<file path="config.mk">
export PLATFORM = sky130hd
export DESIGN_NAME = cpu_sequencer
export DESIGN_NICKNAME = d
export VERILOG_FILES = /design/src/rtl/cpu_sequencer_pkg.sv /design/src/rtl/cpu_perf_counters.sv /design/src/rtl/cpu_sequencer.sv
export SDC_FILE = /design/constraint.sdc
export NUM_CORES = 1
export LEC_CHECK = 0
export BUFFER_PORTS_ARGS = -buffer_cell sky130_fd_sc_hd__buf_4
export CORE_MARGIN = 1
export CORE_UTILIZATION = 30
export DETAILED_ROUTE_END_ITERATION = 8
export PLACE_DENSITY = 0.9
export SLEW_MARGIN = 20
export SYNTH_ARGS = -nofsm -noshare
export SYNTH_HDL_FRONTEND = slang
export SYNTH_SLANG_ARGS = --single-unit
</file>
<file path="constraint.sdc">
create_clock -name clk_i -period 1.26 [get_ports clk_i]
set_input_delay 0.189 -clock clk_i [delete_from_list [all_inputs] [get_ports clk_i]]
set_output_delay 0.189 -clock clk_i [all_outputs]
set_load 0.1 [all_outputs]
</file>
<file path="src/rtl/cpu_sequencer_pkg.sv">
// Shared codes for the multicycle MIPS core: opcodes, function codes, sequencer states.
// Also holds the default halt address and the halt-detection helper.
package cpu_sequencer_pkg;

  localparam int unsigned OPCODE_W = 6;
  localparam int unsigned FUNC_W   = 6;
  localparam int unsigned STATE_W  = 3;
  localparam int unsigned DATA_W   = 32;

  localparam logic [DATA_W-1:0] HALT_ADDR_DEFAULT = 32'h0000_0000;

  typedef enum logic [OPCODE_W-1:0] {
    OP_SPECIAL = 6'h00,
    OP_ADDIU   = 6'h09,
    OP_LW      = 6'h23,
    OP_SW      = 6'h2b
  } opcode_t;

  typedef enum logic [FUNC_W-1:0] {
    FUNC_JR   = 6'h08,
    FUNC_ADDU = 6'h21
  } func_t;

  typedef enum logic [STATE_W-1:0] {
    IDLE   = 3'd0,
    FETCH  = 3'd1,
    EXEC1  = 3'd2,
    EXEC2  = 3'd3,
    HALTED = 3'd4
  } state_t;

  // True for a JR whose target is the halt address.
  function automatic logic is_halt_jr(input logic [OPCODE_W-1:0] op,
                                      input logic [FUNC_W-1:0]   fn,
                                      input logic [DATA_W-1:0]   target,
                                      input logic [DATA_W-1:0]   halt_addr);
    return (op == OP_SPECIAL) && (fn == FUNC_JR) && (target == halt_addr);
  endfunction

endpackage

</file>
<file path="src/rtl/cpu_perf_counters.sv">
// Active-cycle and retired-instruction counters for the sequencer.
// Only built when CPU_PERF_COUNTERS_EN is defined.
`ifdef CPU_PERF_COUNTERS_EN
module cpu_perf_counters #(
  parameter int unsigned CNT_W = 32
) (
  input  logic             clk_i,
  input  logic             rst_n_i,
  input  logic             freeze_i,
  input  logic             active_i,
  input  logic             retire_i,
  output logic [CNT_W-1:0] cycle_cnt_o,
  output logic [CNT_W-1:0] retired_cnt_o
);

  logic [CNT_W-1:0] cycle_cnt_q, cycle_cnt_d;
  logic [CNT_W-1:0] retired_cnt_q, retired_cnt_d;

  // Both counters wrap naturally and stop once the core has halted.
  always_comb begin
    cycle_cnt_d   = cycle_cnt_q;
    retired_cnt_d = retired_cnt_q;
    if (!freeze_i) begin
      if (active_i) cycle_cnt_d = cycle_cnt_q + CNT_W'(1);
      if (retire_i) retired_cnt_d = retired_cnt_q + CNT_W'(1);
    end
  end

  always_ff @(posedge clk_i or negedge rst_n_i) begin
    if (!rst_n_i) begin
      cycle_cnt_q   <= '0;
      retired_cnt_q <= '0;
    end else begin
      cycle_cnt_q   <= cycle_cnt_d;
      retired_cnt_q <= retired_cnt_d;
    end
  end

  assign cycle_cnt_o   = cycle_cnt_q;
  assign retired_cnt_o = retired_cnt_q;

endmodule
`endif

</file>
<file path="src/rtl/cpu_sequencer.sv">
// Multicycle state sequencer: IDLE->FETCH->EXEC1->EXEC2, waitrequest stalls, JR-to-halt.
// Optional performance counters under CPU_PERF_COUNTERS_EN.
module cpu_sequencer
  import cpu_sequencer_pkg::*;
#(
  parameter logic [DATA_W-1:0] HALT_ADDR = HALT_ADDR_DEFAULT,
  parameter int unsigned       CNT_W     = 32
) (
  input  logic                clk_i,
  input  logic                rst_n_i,
  input  logic [OPCODE_W-1:0] opcode_i,
  input  logic [FUNC_W-1:0]   function_i,
  input  logic [DATA_W-1:0]   rs_data_i,
  input  logic                ram_rd_i,
  input  logic                ram_wr_i,
  input  logic                waitrequest_i,
  output logic [STATE_W-1:0]  state_o,
  output logic                stall_o,
  output logic                instr_done_o,
  output logic                active_o,
  output logic [CNT_W-1:0]    cycle_cnt_o,
  output logic [CNT_W-1:0]    retired_cnt_o
);

  state_t state_q, state_d;
  logic   halt_pending_q, halt_pending_d;
  logic   instr_done_q, instr_done_d;
  logic   active_q, active_d;
  logic   stall_c;
  logic   retire_c;

  // Waitrequest only matters while the decoder is actually touching RAM.
  assign stall_c  = (ram_rd_i | ram_wr_i) & waitrequest_i;
  assign retire_c = (state_q == EXEC2) & ~stall_c;

  always_comb begin
    state_d        = state_q;
    halt_pending_d = halt_pending_q;
    unique case (state_q)
      IDLE:   state_d = FETCH;
      FETCH:  if (!stall_c) state_d = EXEC1;
      EXEC1:  if (!stall_c) state_d = EXEC2;
      EXEC2: begin
        if (!stall_c) begin
          state_d = halt_pending_q ? HALTED : FETCH;
          // Pending is sticky: a halting JR in the delay slot keeps it set.
          if (is_halt_jr(opcode_i, function_i, rs_data_i, HALT_ADDR)) halt_pending_d = 1'b1;
        end
      end
      HALTED: state_d = HALTED;
      default: state_d = IDLE;
    endcase
    instr_done_d = retire_c;
    active_d     = state_d inside {FETCH, EXEC1, EXEC2};
  end

  always_ff @(posedge clk_i or negedge rst_n_i) begin
    if (!rst_n_i) begin
      state_q        <= IDLE;
      halt_pending_q <= 1'b0;
      instr_done_q   <= 1'b0;
      active_q       <= 1'b0;
    end else begin
      state_q        <= state_d;
      halt_pending_q <= halt_pending_d;
      instr_done_q   <= instr_done_d;
      active_q       <= active_d;
    end
  end

  assign state_o      = state_q;
  assign stall_o      = stall_c;
  assign instr_done_o = instr_done_q;
  assign active_o     = active_q;

`ifdef CPU_PERF_COUNTERS_EN
  // Retire count advances on the same edge that raises instr_done_o.
  cpu_perf_counters #(
    .CNT_W(CNT_W)
  ) u_perf_counters (
    .clk_i        (clk_i),
    .rst_n_i      (rst_n_i),
    .freeze_i     (state_q == HALTED),
    .active_i     (active_q),
    .retire_i     (retire_c),
    .cycle_cnt_o  (cycle_cnt_o),
    .retired_cnt_o(retired_cnt_o)
  );
`else
  assign cycle_cnt_o   = '0;
  assign retired_cnt_o = '0;
`endif

endmodule

</file>
==> flow_summary.yaml, run 1 <==
timing:
  skew_ps: 2.13
  period_share: 0.935
  fin_ws_ps: 82.2
  clock.fmax_mhz: 849
  finalCriticalPeriod_ps: 1180
  setup_tns_ps: 0
  setup_violations: 0
  rsz0062_at_grt: "false"
  hold_violations: 0
  finalMaxSlewViolations: 0
min_path:
  worstHoldPathType: "input pin to asynchronous set/reset pin"
setup_path:
  r2r_slack_ps: 150
  path_delay_family: "flip-flops"
  slowest_delay_ps: 500
  arrival_ps: 990
  critPathRequiredTime_ps: 1070
  r2r-start: "state_o[1]"
  worst_setup_path_end_kind: "output port"
  rr_worst_depth: 2
  crit_cells: 1
  start_kind: "flop"
  crit_slowest_cell: "dfrtp_4"
  path_cells: "buf_4"
  r2r_end: "state_o[1]"
  crit_buf_inv: 1
  worstSetupPathType: "flop to output port"
  path_max_fanout: 8
global_routing:
  grt_max_degree: 9
  grt_pass1_vias: 562
  grt_overflow: 0
  antenna_found_initial: 0
  grt_usage: 0.109
  grt_pass1_wl_mm: 2.26
detailed_routing:
  viasPerCell: 3.62
  final_antenna_net_count: 0
  first_pass_iters: 4
  drt-total-wl_mm: 1.59
  vias: 681
  drc_errors: 0
  drtIter0Drc: 10
  wire_per_inst_um: 8.47
final_layout:
  syn_to_final_growth_pct: 29.2
  antenna_cells: 0
  seq_area_um2: 156
  drive_gt1_frac: 0.399
  fin_cells: 188
  multi_input_area_um2: 425
  fillCellCount: 268
  nets: 208
synthesis:
  synthDistinctLibCells: 22
  synth.avg_cell_area_um2: 8.27
  yosysMostFrequentCell: "buf_4"
  synth_top_area_share: 0.581
  synth_top_area_cell: "buf_4"
  ys_top_cells_by_count: "buf_4 (64), nor4_1 (10), dfrtp_1 (6)"
  synthFlopType: "dfrtp_1"
  synth_xor_area_frac: 0
  synth_edf_count: 0
  synth_top_family_by_area: "buffers and inverters"
  ys_warn_count: 0
  synth_seq_cells: 6
  async_flop_share: 1.00
  synthMuxAreaShare: 0
  synth-compound-area-share: 0.0666
  ys_seq_area_frac: 0.182
  synth_area_leaders: "buf_4 (58%), dfrtp_1 (18%), nor4_1 (7.6%), and4_1 (2.1%), a41o_1 (1.2%)"
  syn_area_um2: 827
  synthAdderAreaFrac: 0
  synth_simple_gate_area_frac: 0.157
  synthCells: 100
placed_design:
  dp_hpwl_mm: 1.46
  portBuffers: 54
  place_ws_ps: 160
  dp.cells: 183
  place_congestion: 0.700
floorplanning:
  dieArea_um2: 2970
  pin_count: 119
  core_um2: 2540
  row_count: 18
  start_util: 0.325
  die_w_um: 54.5
  die_y_um: 54.5
flow_run:
  maxCapViolCount: 0
cts:
  clk_path_buf_depth: 2
  h-tree-depth: 1
  ctsResizeCount: 0
  path_clk_slew_ps: 50
  cts_buffers: 3
  cts_tree: "done"
  clkLatencyLatePin_ps: 240
  root_buffer: "clkbuf_4"
  cts_sinks: 6
pwr:
  powerDensity_nw_per_um2: 1860
  p_leak_nw: 0.622
  vdd_drop_max_uv: 1270
status:
  status: "complete, no violations"
[what timing repair did]
item | in CTS | in global routing
setup endpoints to repair | 0 | 0
hold endpoints to repair | 6 | 0
hold buffers | 1 | 0
setup buffers | 0 | 0
[power breakdown]
| part | leakage [nW] | total, mW | switching, mW | internal, mW |
|---|---|---|---|---|
| Combinational | 0.538 | 1.49 | 1.28 | 0.210 |
| Clock | 0.0150 | 0.187 | 0.0673 | 0.120 |
| Sequential | 0.0689 | 0.303 | 0.0509 | 0.252 |
[placed cells by master, fill, tap and decap left out]
cell	instances
clkbuf_4	3
a21oi_1	1
and3_1	1
inv_2	1
a22o_1	1
conb_1	64
nor3_1	1
buf_4	54
or3_1	1
dfrtp_1	3
clkbuf_1	1
dfrtp_4	1
nor4_1	10
nor3_2	1
dlygate4sd3_1	1
dfrtp_2	2
nor2b_1	1
a311oi_1	1
a41oi_1	1
inv_1	1
nor2_1	1
o21ai_0	1
and4_1	2
a41o_1	1
o21ai_2	1
nand2_1	1
nor4b_1	1
[registers in the layout, indices dropped and copies added (netlist names)]
register / flops
halt_pending_q: 1
instr_done_o: 1
state_o: 3
active_o: 1
[worst max-delay path by stage]
stage | from | endpoint | slack (ps)
global placement | state_o[1] | state_o[1] | 180
global route | state_o[2] | state_o[2] | 40
floorplan | state_o[0] | state_o[1] | -130
CTS | state_o[1] | state_o[1] | 70
detailed placement | state_o[1] | state_o[1] | 160
finish | state_o[1] | state_o[1] | 80
[metrics by stage]
| step | area [um2] | utilization | power, mW | hold slack (ps) |
|---|---|---|---|---|
| after detailed placement | 1030 | 0.406 | 1.79 | -2.29 |
| after global placement | 1030 | 0.406 | 1.79 | 2.81 |
| after global routing | 1070 | 0.420 | 2.09 | 287 |
| after floorplan | 1070 | - | 1.73 | -107 |
| final | 1070 | 0.420 | 1.98 | 286 |
| after CTS | 1070 | 0.420 | 1.99 | 282 |
[cells by family after synthesis]
| logic type | after synthesis |
|---|---|
| buf+inv | 66 |
| simple gates | 20 |
| compound gates | 7 |
| flops | 6 |
| other cells | 1 |
[layer usage]
| metal | up-vias | track usage | share of wire |
|---|---|---|---|
| met5 | - | 0 | 0 |
| met4 | 0 | 0.0556 | 0 |
| met3 | 0 | 0.0444 | 0.12 |
| met2 | 59 | 0.217 | 0.60 |
| li1 | 328 | - | - |
| met1 | 294 | 0.0887 | 0.29 |
[worst reg2reg max path: stages (launching register included)]
cell and delay, ps:
dfrtp_4 500, or3_1 380, a21oi_1 150
[cell type report]
cell class / count / share of cell area
multi-input combinational: 91 / 0.398
clock buffer: 4 / 0.0246
inverter: 2 / 0.00703
sequential: 6 / 0.146
timing repair buffer: 55 / 0.389
tap: 30 / 0.0351
No activity file was read; power rests on OpenSTA's default activity.
==> run 2, diff against run 1 <==
--- a/config.mk
+++ b/config.mk
@@ -6,7 +6,7 @@
 export NUM_CORES = 1
 export LEC_CHECK = 0
 export BUFFER_PORTS_ARGS = -buffer_cell sky130_fd_sc_hd__buf_4
-export CORE_MARGIN = 1
+export CORE_MARGIN = 3
 export CORE_UTILIZATION = 30
 export DETAILED_ROUTE_END_ITERATION = 8
 export PLACE_DENSITY = 0.9
==> flow_summary.yaml, run 2 (synthesized netlist as in run 1, its figures left out) <==
final_layout:
  largest_reg_flops: 3
  final_cell_mix: "conb_1 (64), buf_4 (54), nor4_1 (10)"
  antenna_cells: 0
  fillCellCount: 254
  multi_input_area_um2: 425
  final_common_cell: "conb_1"
  syn_to_final_growth_pct: 29.2
  seq_area_um2: 156
  drive_gt1_frac: 0.399
  nets: 208
  design_area_um2: 1070
floorplanning:
  die_w_um: 58.5
  row_count: 18
  pin_count: 119
  die_y_um: 58.5
  start_util: 0.325
  core_um2: 2540
  dieArea_um2: 3420
detailed_routing:
  vias: 699
  viasPerCell: 3.72
  first_pass_iters: 4
  drc_errors: 0
  final_antenna_net_count: 0
  drt-total-wl_mm: 1.93
  wire_per_inst_um: 10.3
  drtIter0Drc: 7
setup_path:
  critPathRequiredTime_ps: 1070
  crit_slowest_cell: "dfrtp_4"
  worstSetupPathType: "flop to output port"
  slowest_delay_ps: 500
  path_max_fanout: 8
  path_delay_family: "flip-flops"
  worst_setup_path_end_kind: "output port"
  start_kind: "flop"
  path_cells: "buf_4"
  crit_buf_inv: 1
  arrival_ps: 990
placed_design:
  portBuffers: 54
  placed_area_um2: 1030
  dp_hpwl_mm: 1.76
  place_ws_ps: 176
  place_congestion: 0.722
cts:
  h-tree-depth: 1
  cts_tree: "done"
  path_clk_slew_ps: 50
  clkLatencyLatePin_ps: 240
  cts_buffers: 3
  root_buffer: "clkbuf_4"
  cts_sinks: 6
  clk_path_buf_depth: 2
timing:
  skew_ps: 2.56
  finalCriticalPeriod_ps: 1180
  hold_violations: 0
  finalMaxSlewViolations: 0
  clock.fmax_mhz: 845
  setup_tns_ps: 0
  rsz0062_at_grt: "false"
  period_share: 0.939
  fin_ws_ps: 76.6
  setup_violations: 0
status:
  status: "complete, no violations"
global_routing:
  grt_busiest_layer: "met2"
  grt_use_met3: 0.0154
  grt_pass1_wl_mm: 2.40
  grt_overflow: 0
  grt_max_degree: 9
  antenna_found_initial: 0
  grt.met2_usage: 0.191
  grt_pass1_vias: 600
  grt_usage: 0.0909
  grtUsageMet1: 0.0810
pwr:
  vdd_drop_max_uv: 1280
  clkPwrFrac: 0.093
  p_leak_nw: 0.622
  p_sw_mw: 1.41
  powerDensity_nw_per_um2: 1860
  seqPwrFrac: 0.154
  switching_share: 0.708
  combPwrFrac: 0.752
  intPower_mw: 0.582
min_path:
  worstHoldPathType: "input pin to flop"
flow_run:
  maxCapViolCount: 0
## run 2: cell counts in the layout (fill, tap and decap cells not counted)
Identical to the previous run, type by type.
## run 2: power by group through the flow
| stage | Clock (mW) | Combinational, mW | Sequential, mW |
|---|---|---|---|
| floorplan | 0 | 1.10 | 0.628 |
| finish | 0.186 | 1.50 | 0.307 |
| CTS | 0.196 | 1.49 | 0.306 |
| global route | 0.212 | 1.54 | 0.312 |
| global placement | 0 | 1.48 | 0.306 |
| detailed placement | 0 | 1.49 | 0.309 |
## run 2: area by class of cell
cell class | instances | area share
Multi-Input combinational cell | 91 | 0.398
Timing Repair Buffer | 55 | 0.389
Sequential cell | 6 | 0.146
Tap cell | 30 | 0.0351
Clock buffer | 4 | 0.0246
Inverter | 2 | 0.00703
## run 2: final timing paths
path | to | startpoint | slack (ps) | cells after the start
max | state_o[1] | state_o[1] | 80 | 1
min | instr_done_o | waitrequest_i | 280 | 4
max reg2reg | state_o[1] | state_o[1] | 170 | 2
min reg2reg | state_o[1] | state_o[2] | 510 | 1
max in group asynchronous | state_o[1] | rst_n_i | 840 | 2
min in group asynchronous | state_o[1] | rst_n_i | 300 | 2
## run 2: stage by stage
step	instances	hold WS [ps]	power (mW)	util
final	188	284	1.99	0.420
after global routing	188	288	2.06	0.420
after CTS	188	274	2.00	0.420
after detailed placement	183	-2.58	1.80	0.406
after global placement	183	-2.35	1.79	0.406
after floorplan	163	-107	1.73	-
## run 2: repair_timing
item,4_1_cts,5_1_grt
hold buffers,1,0
gates resized for setup,0,0
setup buffers,0,0
hold endpoints to repair,6,0
## run 2: per-layer routing
metal	share of wire	vias to the layer above
met5	0	-
met4	0.010	0
met3	0.12	2
met2	0.60	52
met1	0.27	315
li1	-	330
